[src/rtl/forward_scoreboard.sv]
// forward_scoreboard
//   Operand-forwarding select and long-latency scoreboard for an EXE stage.
//   For each source operand it picks the youngest pipeline stage writing
//   that register, and it requests a stall on a load-use hazard or on a
//   read of a register still owned by an in-flight long-latency operation.
//   Long-latency ops are tracked per register by a busy bit and a countdown.
//   On retirement the op produces a one-cycle completion pulse.
//
// Ports
//   clk, rst      : clock, synchronous active-high reset
//   src_addr      : NUM_SRC packed source register addresses
//   src_used      : per-source "operand is read" flag
//   stg_wr        : per-stage register-write flag (index 0 = youngest)
//   stg_dst       : per-stage destination addresses
//   stg_rdy       : per-stage result-available flag
//   iss_valid     : long-latency issue request
//   iss_dst       : issue destination register
//   iss_lat       : issue latency in cycles (0 treated as 1)
//   flush         : cancel all pending long-latency entries
//   fwd_sel       : per-source select, 0 = register file, k+1 = stage k
//   stall         : EXE hold request
//   iss_ready     : issue accepted this cycle
//   cmpl_valid    : one-cycle retire pulse
//   cmpl_dst      : lowest retiring register address
//   stall_cnt     : saturating count of stalled cycles
module forward_scoreboard #(
  parameter int unsigned NUM_SRC = 2,
  parameter int unsigned NUM_STG = 2,
  parameter int unsigned ADDR_W  = 5,
  parameter int unsigned LAT_W   = 6
) (
  input  logic                                    clk,
  input  logic                                    rst,
  input  logic [NUM_SRC*ADDR_W-1:0]               src_addr,
  input  logic [NUM_SRC-1:0]                      src_used,
  input  logic [NUM_STG-1:0]                      stg_wr,
  input  logic [NUM_STG*ADDR_W-1:0]               stg_dst,
  input  logic [NUM_STG-1:0]                      stg_rdy,
  input  logic                                    iss_valid,
  input  logic [ADDR_W-1:0]                       iss_dst,
  input  logic [LAT_W-1:0]                        iss_lat,
  input  logic                                    flush,
  output logic [NUM_SRC*$clog2(NUM_STG+1)-1:0]    fwd_sel,
  output logic                                    stall,
  output logic                                    iss_ready,
  output logic                                    cmpl_valid,
  output logic [ADDR_W-1:0]                       cmpl_dst,
  output logic [31:0]                             stall_cnt
);

  localparam int unsigned SEL_W = $clog2(NUM_STG + 1);
  localparam int unsigned NREG  = 2 ** ADDR_W;

  logic [NREG-1:0]            busy_q, busy_d;
  logic [NREG-1:0][LAT_W-1:0] cnt_q, cnt_d;
  logic [NREG-1:0]            retire;
  logic                       cmpl_valid_q, cmpl_valid_d;
  logic [ADDR_W-1:0]          cmpl_dst_q, cmpl_dst_d;
  logic [31:0]                stall_cnt_q;

  logic [NUM_SRC-1:0][SEL_W-1:0] sel;
  logic [NUM_SRC-1:0]            ld_haz;
  logic [NUM_SRC-1:0]            sb_haz;

  // Forwarding select and hazard detection
  always_comb begin
    sel    = '0;
    ld_haz = '0;
    sb_haz = '0;
    for (int unsigned s = 0; s < NUM_SRC; s++) begin
      if (src_used[s] && (src_addr[s*ADDR_W +: ADDR_W] != '0)) begin
        // Walk from oldest to youngest so the lowest matching stage wins.
        for (int unsigned k = NUM_STG; k > 0; k--) begin
          if (stg_wr[k-1] &&
              (stg_dst[(k-1)*ADDR_W +: ADDR_W] == src_addr[s*ADDR_W +: ADDR_W])) begin
            sel[s]    = SEL_W'(k);
            ld_haz[s] = ~stg_rdy[k-1];
          end
        end
        sb_haz[s] = busy_q[src_addr[s*ADDR_W +: ADDR_W]];
      end
    end
  end

  assign fwd_sel = sel;
  assign stall   = (|ld_haz) | (|sb_haz);

  // Scoreboard next state
  assign iss_ready = iss_valid & ~busy_q[iss_dst] & ~flush;

  always_comb begin
    busy_d       = busy_q;
    cnt_d        = cnt_q;
    retire       = '0;
    cmpl_valid_d = 1'b0;
    cmpl_dst_d   = '0;

    for (int unsigned r = 1; r < NREG; r++) begin
      if (busy_q[r]) begin
        cnt_d[r] = cnt_q[r] - LAT_W'(1);
        if (cnt_q[r] == LAT_W'(1)) begin
          busy_d[r] = 1'b0;
          retire[r] = 1'b1;
        end
      end
    end

    // iss_ready already excludes busy destinations, so an issue never
    // overlaps an entry that is retiring on this edge.
    if (iss_ready && (iss_dst != '0)) begin
      busy_d[iss_dst] = 1'b1;
      cnt_d[iss_dst]  = (iss_lat == '0) ? LAT_W'(1) : iss_lat;
    end

    if (flush) begin
      busy_d = '0;
      cnt_d  = '0;
      retire = '0;
    end

    for (int unsigned r = NREG - 1; r > 0; r--) begin
      if (retire[r]) begin
        cmpl_valid_d = 1'b1;
        cmpl_dst_d   = ADDR_W'(r);
      end
    end
  end

  always_ff @(posedge clk) begin
    if (rst) begin
      busy_q       <= '0;
      cnt_q        <= '0;
      cmpl_valid_q <= 1'b0;
      cmpl_dst_q   <= '0;
      stall_cnt_q  <= '0;
    end else begin
      busy_q       <= busy_d;
      cnt_q        <= cnt_d;
      cmpl_valid_q <= cmpl_valid_d;
      cmpl_dst_q   <= cmpl_dst_d;
      if (stall && (stall_cnt_q != '1)) begin
        stall_cnt_q <= stall_cnt_q + 32'd1;
      end
    end
  end

  assign cmpl_valid = cmpl_valid_q;
  assign cmpl_dst   = cmpl_dst_q;
  assign stall_cnt  = stall_cnt_q;

endmodule

[config.mk]
export PLATFORM = sky130hd
export DESIGN_NAME = forward_scoreboard
export DESIGN_NICKNAME = d
export VERILOG_FILES = /design/src/rtl/forward_scoreboard.sv
export SDC_FILE = /design/constraint.sdc
export NUM_CORES = 1
export LEC_CHECK = 0
export CORE_ASPECT_RATIO = 1.1
export CORE_MARGIN = 4
export CORE_UTILIZATION = 45
export CTS_BUF_LIST = sky130_fd_sc_hd__clkbuf_4 sky130_fd_sc_hd__clkbuf_8 sky130_fd_sc_hd__clkbuf_16
export CTS_CLUSTER_DIAMETER = 200
export DETAILED_ROUTE_END_ITERATION = 8
export DONT_BUFFER_PORTS = 1
export HOLD_SLACK_MARGIN = 0.12
export PLACE_DENSITY = 0.7
export SYNTH_ARGS = -nofsm -noshare
export SYNTH_HDL_FRONTEND = slang
export SYNTH_SLANG_ARGS = --single-unit
[constraint.sdc]
create_clock -name clk -period 2.6 [get_ports clk]
set_input_delay 0.26 -clock clk [delete_from_list [all_inputs] [get_ports clk]]
set_output_delay 0.26 -clock clk [all_outputs]
set_load 0.1 [all_outputs]
==> results summary, run 1 <==
The total of warnings raised by yosys came out at 0. Once detail routing completed, the nets flagged for antenna violations numbered 0. In this design, the stage delay of the slowest critical-path cell is 0.48 ns. The initial core utilization is 0.460.

The number of diodes is 0. The count of flip-flops with a built-in enable after synthesis came out at 0. By startpoint and endpoint, the worst setup path is classified as reg2out. The launch instance of the worst register-to-register path is busy_q[10]$_SDFF_PP0_.

The worst slew margin relative to its limit came out at 0.257. The cell-internal power came out at 0.00640 W. The pre-CTS setup slack is -0.221 ns. The fraction of synthesized cell area taken by the top area cell type came out at 0.341. The utilization after layout is 0.530. In this run the worst hold path is classified as in2reg. By count the netlist is led by 256 x sky130_fd_sc_hd__dfxtp_1, 157 x sky130_fd_sc_hd__nand3_1, 147 x sky130_fd_sc_hd__nand2_1. The highest clock frequency the design can meet came out at 373 MHz. Counting every instance in the synthesized netlist gives 1,801. By instance count, the leading cell after synthesis is sky130_fd_sc_hd__dfxtp_1. The fraction of the cycle the final worst path needs is 1.03. The total number of vias is 13,180. Relative to the synthesized area, the layout overhead comes to 15.2%. STA classifies the critical path startpoint as a register.

The final sum of negative setup slack is -0.0843 ns. The die outline height came out at 200 um. The placeable core region came out at 32,600 sq um. The overflow left after global routing came out at 0. The largest net degree at the start of global routing is 80.

The number of cells on the worst reg-to-reg path is 12. The overall die width is 182 um. The largest fanout on the critical path came out at 4.

Setup repair after global routing could not meet its margin everywhere. The checks that failed: negative setup slack. The floorplan step defined a die boundary enclosing 36,400 sq um. The net switching power of the design is 0.00197 W.

The part of the total power dissipated in the clock network is 0.469. The buffer levels on the longest clock path is 3. The category of cells accounting for the largest share of critical-path delay is multiplexers. The number of cells on the critical path is 6. Of the total power, the share spent switching nets is 0.236. STA classifies the critical path endpoint as a primary output.

The endpoint identified for the worst register-to-register timing path is stall_cnt[27]$_SDFFE_PP0P_. The worst path buffer plus inverter count came out at 0. The final hold slack came out at 0.108 ns. The critical path goes through mux4_2, mux2i_2, nor2_1, o22ai_2, a21oi_2, or2_4. The power after layout came out at 0.00837 W.

Max-cap violations in this run came to 0. The total of buffers placed on input and output ports came out at 0. Clock-pin slew was measured on the worst setup and hold paths at 0.06 ns. The endpoint with the worst hold slack is cnt_q[65]$_SDFF_PP0_. The number of placement rows is 69. The proportion of power drawn by flip-flops and latches came out at 0.470. The area of the mapped netlist came out at 15,000 sq um. The total global routing track utilization is 0.220.

The cell type of the slowest stage on the worst timing path is sky130_fd_sc_hd__mux4_2. The latest clock arrival within the worst-skew pair came out at 0.56 ns. 85 I/O pins were placed.

The slew at the pin closest to its max-slew limit came out at 1.11 ns. The number of distinct library cell variants in the gate-level netlist after synthesis is 59. The wire length of the first global-routing pass came out at 66,100 um. The max-slew violation count came to 0. The number of failing hold endpoints at the final stage came out at 0. Synthesis inferred 256 register bits.

The final HPWL from detailed placement came out at 27,700 um. The number of buffers created by CTS came out at 28. The arrival time reported for the critical path endpoint is 2.42 ns. In the final layout, the share of cells above drive strength 1 is 0.168. The via-per-instance ratio came out at 5.78.

The number of antenna violations at the first check in global routing came out at 0. Each instance of the synthesized netlist takes up on average 8.34 sq um. The via count of the first global-routing pass was 12,630.

The final worst-path setup slack came out at -0.0843 ns. The reg-to-reg setup timing slack came out at 0.02 ns. sky130_fd_sc_hd__dfxtp_1 takes more of the synthesized area than any other cell. The mean routed wirelength per cell is 18.3 um. Setup violations remaining at the end of the flow were counted as 1.

The power density relative to cell area is 484 nW/um^2. The post-detailed-route DRC marker count is 0. The largest clock skew in the final design came out at 0.0178 ns. The CTS tree is yes. The worst hold path begins at iss_dst[0]. Of the total power, combinational logic draws 0.061. In this run the clock root is driven by a sky130_fd_sc_hd__clkbuf_16. The leakage power total came out at 6.24 nW. The proportion of register bits with asynchronous set or reset after synthesis came out at 0. Summed over all layers, the routed wires come to 41,800 um. In this run the number of H-tree levels came out at 1. The flow ran to the end, but the final reports show violations. STA puts the critical path data required time at 2.34 ns. Across the VDD grid, the largest voltage drop is 0.000453 V. At the end of routability-driven placement, the weighted congestion stood at 0.926. The DRC violation total after the first TritonRoute iteration came out at 920. The share of the yosys chip area belonging to registers is 0.341.

In the final design database the tool counted 1,940 nets. The most used flip-flop cell after synthesis is sky130_fd_sc_hd__dfxtp_1. The time the worst path needs with I/O delays and setup is 2.68 ns. By area the synthesized netlist is led by sky130_fd_sc_hd__dfxtp_1 34%, sky130_fd_sc_hd__xor2_1 6.0%, sky130_fd_sc_hd__ha_1 5.2%, sky130_fd_sc_hd__nand3_1 5.2%, sky130_fd_sc_hd__o21ai_0 4.6%. The count of clock tree sinks is 256. The detailed-routing iteration count for the pre-antenna-repair pass is 5. The worst hold path passes through 3 cells. The synthesized net count is 1,905.
-- metrics by stage --
| step | cell area [sq um] | cells |
|---|---|---|
| floorplan | 15100 | 1801 |
| global placement | 15800 | 2198 |
| detailed placement | 15800 | 2198 |
| CTS | 16900 | 2263 |
| global route | 17300 | 2282 |
| finish | 17300 | 2282 |
-- cells in the final DEF, fill, tap and decap left out, types with 6 or more instances in the layout --
cell / Yosys / final
sky130_fd_sc_hd__nand4_1: 23 / 23
sky130_fd_sc_hd__ha_1: 63 / 63
sky130_fd_sc_hd__nor3_1: 26 / 26
sky130_fd_sc_hd__nor4_1: 12 / 10
sky130_fd_sc_hd__and3_1: 8 / 8
sky130_fd_sc_hd__nand3b_1: 29 / 29
sky130_fd_sc_hd__mux4_2: 20 / 20
sky130_fd_sc_hd__dlygate4sd3_1: 0 / 14
sky130_fd_sc_hd__nor2_1: 135 / 129
sky130_fd_sc_hd__inv_1: 76 / 76
sky130_fd_sc_hd__nor2b_1: 12 / 12
sky130_fd_sc_hd__or4_1: 17 / 17
sky130_fd_sc_hd__clkbuf_4: 0 / 8
sky130_fd_sc_hd__buf_4: 5 / 115
sky130_fd_sc_hd__nor3b_1: 8 / 8
sky130_fd_sc_hd__clkbuf_16: 0 / 32
sky130_fd_sc_hd__nand3_4: 5 / 7
sky130_fd_sc_hd__o21ai_0: 137 / 136
sky130_fd_sc_hd__nand2_1: 147 / 145
sky130_fd_sc_hd__o31ai_1: 15 / 15
sky130_fd_sc_hd__nand2b_1: 21 / 21
sky130_fd_sc_hd__or3_1: 12 / 12
sky130_fd_sc_hd__xnor2_1: 73 / 73
sky130_fd_sc_hd__dfxtp_2: 0 / 33
sky130_fd_sc_hd__nor4b_1: 38 / 36
sky130_fd_sc_hd__o21ai_1: 18 / 19
sky130_fd_sc_hd__clkbuf_8: 0 / 6
sky130_fd_sc_hd__a21oi_2: 1 / 9
sky130_fd_sc_hd__dfxtp_1: 256 / 216
sky130_fd_sc_hd__o2111ai_1: 13 / 11
sky130_fd_sc_hd__or2_2: 8 / 7
sky130_fd_sc_hd__mux2i_1: 26 / 22
sky130_fd_sc_hd__dfxtp_4: 0 / 7
sky130_fd_sc_hd__xor2_1: 103 / 103
sky130_fd_sc_hd__a211oi_1: 50 / 50
sky130_fd_sc_hd__mux2_2: 15 / 15
sky130_fd_sc_hd__nor4bb_1: 12 / 12
sky130_fd_sc_hd__nand3_1: 157 / 156
sky130_fd_sc_hd__a21oi_1: 83 / 74
-- layout make-up --
class	count	area, sq um
clock buffers	43	868
clock inverters	7	41.3
fillers	2907	15300
inverters	76	285
multi-input cells	1333	9150
flip-flops and latches	256	5190
well taps	426	533
repair buffers	141	1220
-- worst min-delay path, stage by stage --
cell and delay (ns):
sky130_fd_sc_hd__nor3_1 0.08, sky130_fd_sc_hd__nand3_4 0.19, sky130_fd_sc_hd__o21ai_1 0.07
-- worst max-delay path by stage --
stage,startpoint,to
floorplan,stall_cnt[17]$_SDFFE_PP0P_,stall_cnt[1]$_SDFFE_PP0P_
CTS,busy_q[6]$_SDFF_PP0_,stall
finish,busy_q[4]$_SDFF_PP0_,stall
global placement,cnt_q[174]$_SDFF_PP0_,cmpl_dst[2]$_SDFF_PP0_
detailed placement,cnt_q[174]$_SDFF_PP0_,cmpl_dst[2]$_SDFF_PP0_
global route,busy_q[1]$_SDFF_PP0_,stall
-- per-layer routing --
layer / part of all wire / up-vias / GRT usage
met5: 0 / - / 0
met4: 0.042 / 0 / 0.0881
met3: 0.071 / 120 / 0.0450
met2: 0.47 / 439 / 0.376
met1: 0.42 / 6226 / 0.274
li1: - / 6395 / -
-- power by group through the flow --
stage | sequential [W] | combinational, W | clock [W]
2_1_floorplan | 0.00405 | 0.000314 | 0
3_3_place_gp | 0.00403 | 0.000373 | 0
3_5_place_dp | 0.00403 | 0.000378 | 0
4_1_cts | 0.00394 | 0.000442 | 0.00399
5_1_grt | 0.00394 | 0.000537 | 0.00414
6_report | 0.00394 | 0.000509 | 0.00393
-- cell families (layout without fill, tap and decap cells) --
| family | count (synthesis) | in the layout | share of synthesized area |
|---|---|---|---|
| fa+ha+maj | 63 | 63 | 0.0525 |
| compound gates | 344 | 344 | 0.134 |
| xor+xnor | 176 | 176 | 0.103 |
| buf+inv | 212 | 267 | 0.0636 |
| flops | 256 | 256 | 0.341 |
| mux | 61 | 61 | 0.0586 |
| simple gates | 689 | 689 | 0.248 |
-- repair_timing --
action	CTS	global route
hold buffers	14	1
resized for setup	14	54
hold endpoints to repair	161	6
cloned	0	3
setup buffers	1	15
pin swaps	2	10
setup endpoints to repair	3	64
-- state kept, by name, summed over array words and instances (netlist names) --
name	count
busy_q	32
stall_cnt	32
cmpl_valid	1
cnt_q	186
cmpl_dst	5
(Power assumes the default switching activity.)
==> run 2, diff against run 1 <==
==> constraint.sdc (replaced) <==
create_clock -name clk -period 2.6 [get_ports clk]
set_input_delay 0.39 -clock clk [delete_from_list [all_inputs] [get_ports clk]]
set_output_delay 0.39 -clock clk [all_outputs]
set_load 0.1 [all_outputs]
==> run 2 against run 1 <==
The flow still finishes with violations (negative setup slack). Critical path depth increased by 1. Largest cell class unchanged. Sequential share of layout area increased by 0.11 points. Via count decreased by 0.14%. Register-to-register slack improved by 0.05 ns. Critical endpoint unchanged. Die area unchanged. Fmax decreased by 5.5%. Worst hold slack improved by 0.036 ns. Combinational power decreased by 9.6%. Final cell count decreased by 0.18%. Sequential cell count unchanged. First-iteration DRC count increased by 8.7%.
==> results summary, run 2 (synthesis gave the netlist of run 1 again) <==
The overall die width came out at 182 um. The placed standard-cell area is 15,900 sq um. The growth of design area from synthesis to finish is 14.6%.

Setup repair after global routing could not meet its margin everywhere. The leakage power total came out at 6.20 nW. The slew at the pin closest to its max-slew limit came out at 0.958 ns. Of the cells placed in the final design, the portion with a size suffix greater than 1 is 0.164. The overflow left after global routing is 0. The number of failing hold endpoints at the final stage came out at 0.

The largest fanout on the critical path is 4. The launch instance of the worst register-to-register path is cnt_q[183]$_SDFF_PP0_. TritonCTS built the clock tree. The max-capacitance violation count came out at 0.

The first global-routing pass estimated 65,200 um of wire. The largest net degree at the start of global routing is 105. The count of nets left with antenna violations once routing finished came out at 0. The boundary pin count is 85. The final sum of negative setup slack came out at -0.280 ns. The number of placement rows came out at 69.

Across every metal layer, demand over resource in global routing totals 0.218. On the worst path, the slowest cell contributes a delay of 0.49 ns. The register clock-pin slew on the reported worst setup and hold paths is 0.06 ns. The largest clock skew in the final design came out at 0.0337 ns. The most common library cell in the layout ignoring fill and taps is sky130_fd_sc_hd__dfxtp_1. Setup violations remaining at the end of the flow were counted as 2. The total of buffers placed on input and output ports is 0. The via count of the first global-routing pass came out at 12,440. Traced cell by cell, the critical path runs through mux4_2, mux2i_2, nor2_1, o22ai_2, a21oi_1, or2_4, buf_12.

The max-slew violation count came out at 0. The via-per-instance ratio came out at 5.78. Dividing the final minimum period by the clock period gives 1.09. STA classifies the critical path startpoint as a register. For this design the ratio of total power to cell area is 500 nW/um^2. The total routed wirelength came out at 41,400 um. The initial core utilization came out at 0.460. The number of flip-flops under the largest register name came out at 186.

The detailed router placed 13,162 vias in this run. The count of clock tree sinks came out at 256. For the worst setup path, the data arrival time is 2.45 ns.

The worst setup path is of the reg2out kind. The die outline height is 200 um. Leaving out fill and tap cells, the most frequent cells in the layout are 219 x sky130_fd_sc_hd__dfxtp_1, 156 x sky130_fd_sc_hd__nand3_1, 144 x sky130_fd_sc_hd__nand2_1. In this run the tightest slew margin relative to its limit is 0.360.

The DRC violation total after the first TritonRoute iteration is 1,000. The slowest stage of the critical path is the sky130_fd_sc_hd__mux4_2 cell. The number of buffers created by CTS came out at 28. The worst setup path is captured at a primary output. The type of the tightest min-delay check is in2reg. The clock root buffer master is sky130_fd_sc_hd__clkbuf_16. The checks that failed: negative setup slack. In this run the most critical hold path is launched from iss_dst[1].

Routability-driven placement finished with a final weighted congestion of 0.903. The run finished, with violations left. The maximum ir drop on the vdd rail came out at 0.000484 V. The number of antenna violations at the first check in global routing is 1.

After detailed routing, the average wire length per cell comes to 18.2 um. The placeable core region came out at 32,600 sq um. The endpoint identified for the worst register-to-register timing path is cmpl_dst[0]$_SDFF_PP0_. The endpoint with the worst hold slack is cnt_q[77]$_SDFF_PP0_. The buffer levels on the longest clock path came out at 3. After the last flow step, the layout net total stands at 1,934. Derived from the worst setup path, the maximum achievable clock frequency is 352 MHz. The latest clock arrival within the worst-skew pair came out at 0.57 ns. The total non-filler cell area in the finished layout is 17,200 sq um. Ranked by flip-flop count, first place goes to cnt_q. The post-detailed-route DRC marker count is 0. The final worst-path setup slack came out at -0.240 ns. The final HPWL from detailed placement is 28,000 um.

The floorplan step defined a die boundary enclosing 36,400 sq um. The worst register-to-register path has a depth of 9. CTS built an H-tree with a depth of 1. For the worst setup path, the data required time is 2.21 ns.

The instance count along the most critical hold path came out at 2. The detailed-routing iteration count for the pre-antenna-repair pass came out at 5. The reg-to-reg setup timing slack came out at 0.07 ns. The time the worst path needs with I/O delays and setup came out at 2.84 ns.
run 2: through the flow:
step	worst slack [ns]	hold slack (ns)	total power [W]	util	cells
3_3_place_gp	0.0495	0.462	0.00442	0.487	2209
3_5_place_dp	-0.0199	0.464	0.00442	0.487	2209
4_1_cts	-0.254	0.122	0.00865	0.522	2271
5_1_grt	-0.255	0.146	0.00886	0.527	2278
6_report	-0.240	0.144	0.00860	0.527	2278
2_1_floorplan	-0.0346	0.461	0.00436	-	1801
run 2: what timing repair did:
item / CTS / global route
endpoints found under the hold margin: 112 / 13
setup endpoints to repair: 2 / 59
gates resized for setup: 17 / 28
hold buffers: 8 / 1
buffers inserted: 3 / 5
pin swaps: 5 / 8
cloned: 0 / 0
run 2: cell type report:
| type | count | area, sq um |
|---|---|---|
| fill | 2958 | 15400 |
| multi-input combinational | 1333 | 9080 |
| sequential | 256 | 5180 |
| timing repair buffer | 135 | 1130 |
| clock buffer | 38 | 848 |
| tap | 426 | 533 |
| inverter | 76 | 285 |
| clock inverter | 13 | 138 |
| antenna | 1 | 2.50 |
run 2: per-layer routing:
layer	track usage	routed length [um]	share of wire	vias up
li1	-	-	-	6393
met1	0.273	17100	0.41	6250
met2	0.375	19900	0.48	423
met3	0.0348	2780	0.067	96
met4	0.0890	1560	0.038	0
met5	0	0	0	-
run 2: how the worst max path moves through the flow:
| stage | from | end | slack (ns) | cells past startpoint |
|---|---|---|---|---|
| floorplan | stall_cnt[15]$_SDFFE_PP0P_ | stall_cnt[1]$_SDFFE_PP0P_ | -0.03 | 11 |
| global placement | iss_dst[0] | cnt_q[181]$_SDFF_PP0_ | 0.05 | 9 |
| detailed placement | stg_dst[4] | stall_cnt[29]$_SDFFE_PP0P_ | -0.02 | 9 |
| CTS | busy_q[10]$_SDFF_PP0_ | stall | -0.25 | 7 |
| global route | busy_q[7]$_SDFF_PP0_ | stall | -0.25 | 7 |
| finish | busy_q[7]$_SDFF_PP0_ | stall | -0.24 | 7 |
run 2: report_power, final:
group / switching [W] / leakage [nW] / internal (W)
logic: 0.000306 / 3.64 / 0.000154
registers: 0.0000114 / 2.08 / 0.00393
clock network: 0.00171 / 0.485 / 0.00249
total: 0.00203 / 6.20 / 0.00657
run 2: worst max-delay path, delay by kind of cell, from the launching register on:
kind	cells	cell delay, ns
compound gates	2	0.26
simple gates	2	0.34
flops	1	0.37
buf+inv	1	0.17
mux	2	0.74
==> run 3, diff against run 2 <==
- SLEW_MARGIN: unset -> 40
- TNS_END_PERCENT: unset -> 100
==> run 3 against run 2 <==
The run still ends with negative setup slack left. Die area unchanged. Sequential power is essentially flat. Critical path depth is the same. Count of clock-buffer cells in the layout rose by 1. Via count decreased by 0.36%. Combinational power about the same. Non-clock buffer count fell by 2. Clock power increased by 6.4%. Worst setup slack improved by 0.0068 ns. Critical endpoint unchanged. Highest routed layer unchanged. Wire length decreased by 0.53%.
==> results summary, run 3 (synthesis gave the netlist of run 1 again) <==
The flow ran to the end, but the final reports show violations. The checks that failed: negative setup slack. The buffer levels on the longest clock path came out at 3. The min-delay analysis places its worst path in the category in2reg. The CTS tree is yes.

The total non-filler cell area in the finished layout is 17,200 sq um. The via count of the first global-routing pass came to 12,401. The final worst-path setup slack came out at -0.233 ns.

The most common library cell in the layout ignoring fill and taps is sky130_fd_sc_hd__dfxtp_1. On the critical path, the stage with the largest delay is an instance of sky130_fd_sc_hd__mux4_2. The overflow left after global routing is 0.

The maximum level of the CTS H-tree came out at 1. Leaving out fill and tap cells, the most frequent cells in the layout are 216 x sky130_fd_sc_hd__dfxtp_1, 156 x sky130_fd_sc_hd__nand3_1, 144 x sky130_fd_sc_hd__nand2_1. Power spread over the standard cell area amounts to 514 nW/um^2. Grouping stages by cell kind, the critical path spends the most delay in multiplexers. The endpoint with the worst hold slack is cnt_q[53]$_SDFF_PP0_. The mean routed wirelength per cell came out at 18.1 um.

The total of buffers placed on input and output ports came out at 0. Clock-pin slew was measured on the worst setup and hold paths at 0.07 ns. The signal on the critical path passes through mux4_2, mux2i_2, nor2_1, o22ai_2, a21oi_1, or2_4, buf_12. The worst register-to-register path begins at busy_q[15]$_SDFF_PP0_. The via-per-instance ratio came out at 5.76. The cell-internal power came out at 0.00687 W.

The placed standard-cell area came out at 15,900 sq um. The pre-CTS setup slack is -0.0200 ns. The capturing element type of the critical path is a primary output. The fraction of the cycle the final worst path needs came out at 1.09. The number of failing setup endpoints in the final timing report is 2. The post-detailed-route DRC marker count came out at 0. For this block, the via count after detailed routing is 13,114.

Clock skew on the completed layout was measured at 0.0186 ns. The worst setup path is launched from a register. The largest fanout on the critical path came out at 4. The part of the total power dissipated in the clock network is 0.504. The cell sitting at the root of the clock tree is a sky130_fd_sc_hd__clkbuf_16.

For this run, the post-layout net count is 1,932. For this design, the sink count on the clock tree is 256. The routability congestion estimate from global placement came out at 0.903. The combinational power share is 0.052. The share of cells above drive strength 1 is 0.163. The full die area is 36,400 sq um. The power after layout came out at 0.00887 W. The total global routing track utilization is 0.217. The HPWL after detailed placement is 28,000 um.

The first global-routing pass estimated 64,700 um of wire. For the worst setup path, the data required time is 2.21 ns. The time the worst path needs with I/O delays and setup came out at 2.83 ns. The length in cells of the worst reg-to-reg path came out at 10. The number of failing hold endpoints at the final stage is 0. The net switching power of the design is 0.00199 W.

The slew at the pin closest to its max-slew limit came out at 0.766 ns. The overall die width came out at 182 um. In this run the static leakage power is 6.23 nW. Across all register-to-register paths, the minimum setup slack is 0.06 ns. The worst slew margin relative to its limit came out at 0.486. The worst-case IR drop observed on VDD is 0.000429 V. The placeable core region came out at 32,600 sq um. The total routed wirelength came out at 41,200 um. The number of routed nets with antenna violations is 0.

The arrival time reported for the critical path endpoint came out at 2.44 ns. The utilization after layout came out at 0.528. The number of placement rows is 69.

Max-cap violations in this run came to 0. The detailed-routing iteration count for the pre-antenna-repair pass came out at 5. The register with the most flip-flops in the layout has 186 of them. The number of antenna violations at the first check in global routing came out at 1. The die outline height came out at 200 um. Counting the buffers created by CTS gives 28. The latest clock arrival within the worst-skew pair is 0.56 ns. The worst path buffer plus inverter count came out at 1. More flip-flops sit in one register than any other, and that register is cnt_q. Setup repair after global routing could not meet its margin everywhere. 85 I/O pins were placed. The initial core utilization is 0.460. The startpoint identified for the worst hold timing path is iss_dst[1]. The setup path with the least slack is of type reg2out. The net switching fraction of the power came out at 0.225. The max-slew violation count is 0. The DRC violation total after the first TritonRoute iteration came out at 1,051. The worst hold path was traced through 2 stages.

The proportion of power drawn by flip-flops and latches is 0.444. The endpoint identified for the worst register-to-register timing path is cnt_q[24]$_SDFF_PP0_. The highest clock frequency the design can meet came out at 353 MHz. The largest stage delay on the critical path is 0.46 ns. The largest net degree at the start of global routing came out at 105. The growth of design area from synthesis to finish is 14.8%.
==> run 3: cell count changes in the layout (fill, tap and decap cells not counted), sizes merged <==
cell	change
buf	-2
clkbuf	+1
clkinv	-3
bufinv	+3
==> run 3: worst max path at each step <==
stage          slack, ns                         end  depth (start not counted)                        from
6_report           -0.23                       stall                          7       busy_q[10]$_SDFF_PP0_
5_1_grt            -0.27                       stall                          7       busy_q[10]$_SDFF_PP0_
4_1_cts            -0.24                       stall                          7        busy_q[7]$_SDFF_PP0_
3_5_place_dp       -0.02  stall_cnt[29]$_SDFFE_PP0P_                          9                  stg_dst[4]
3_3_place_gp        0.05       cnt_q[181]$_SDFF_PP0_                          9                  iss_dst[0]
2_1_floorplan      -0.03   stall_cnt[1]$_SDFFE_PP0P_                         11  stall_cnt[15]$_SDFFE_PP0P_
==> run 3: worst reg2reg max path: stages (launching register included) <==
cell and delay [ns]:
sky130_fd_sc_hd__dfxtp_1 0.34, sky130_fd_sc_hd__mux4_2 0.50, sky130_fd_sc_hd__a22oi_2 0.19, sky130_fd_sc_hd__o2111ai_1 0.13, sky130_fd_sc_hd__a21oi_2 0.16, sky130_fd_sc_hd__buf_4 0.14, sky130_fd_sc_hd__nor3b_4 0.42, sky130_fd_sc_hd__nand2_1 0.17
sky130_fd_sc_hd__buf_4 0.21, sky130_fd_sc_hd__nand3_1 0.08, sky130_fd_sc_hd__o21ai_0 0.08
==> run 3: timing repair <==
item,4_1_cts,5_1_grt
gates resized for setup,22,19
pin swaps,5,5
endpoints found under the setup margin,2,52
hold buffers,8,1
buffers inserted,1,5
gates cloned,0,0
hold endpoints to repair,114,9
==> run 3: area by class of cell <==
type                       instances  area [sq um]
multi-input combinational       1333          9050
antenna                            1          2.50
sequential                       256          5190
inverter                          76           285
tap                              426           533
clock inverter                    13           198
fill                            2951         15400
clock buffer                      39           856
timing repair buffer             133          1130
==> run 3: power by group through the flow <==
stage               clock, W  combinational, W  sequential, W
floorplan                  0          0.000315        0.00405
global placement           0          0.000387        0.00403
detailed placement         0          0.000391        0.00403
CTS                  0.00454          0.000440        0.00394
global route         0.00470          0.000485        0.00394
finish               0.00447          0.000459        0.00394
==> run 3: metrics by stage <==
step                      hold WS [ns]  cells  setup TNS [ns]
after floorplan                  0.461   1801         -0.0346
after global placement           0.462   2209               0
after detailed placement         0.464   2209         -0.0221
after CTS                        0.122   2270          -0.241
after global routing             0.147   2277          -0.337
final                            0.161   2277          -0.272
==> run 3: metal layers <==
layer,track usage,up-vias,part of all wire
li1,-,6406,-
met1,0.272,6194,0.42
met2,0.367,401,0.47
met3,0.0370,113,0.069
met4,0.0992,0,0.042
met5,0,-,0
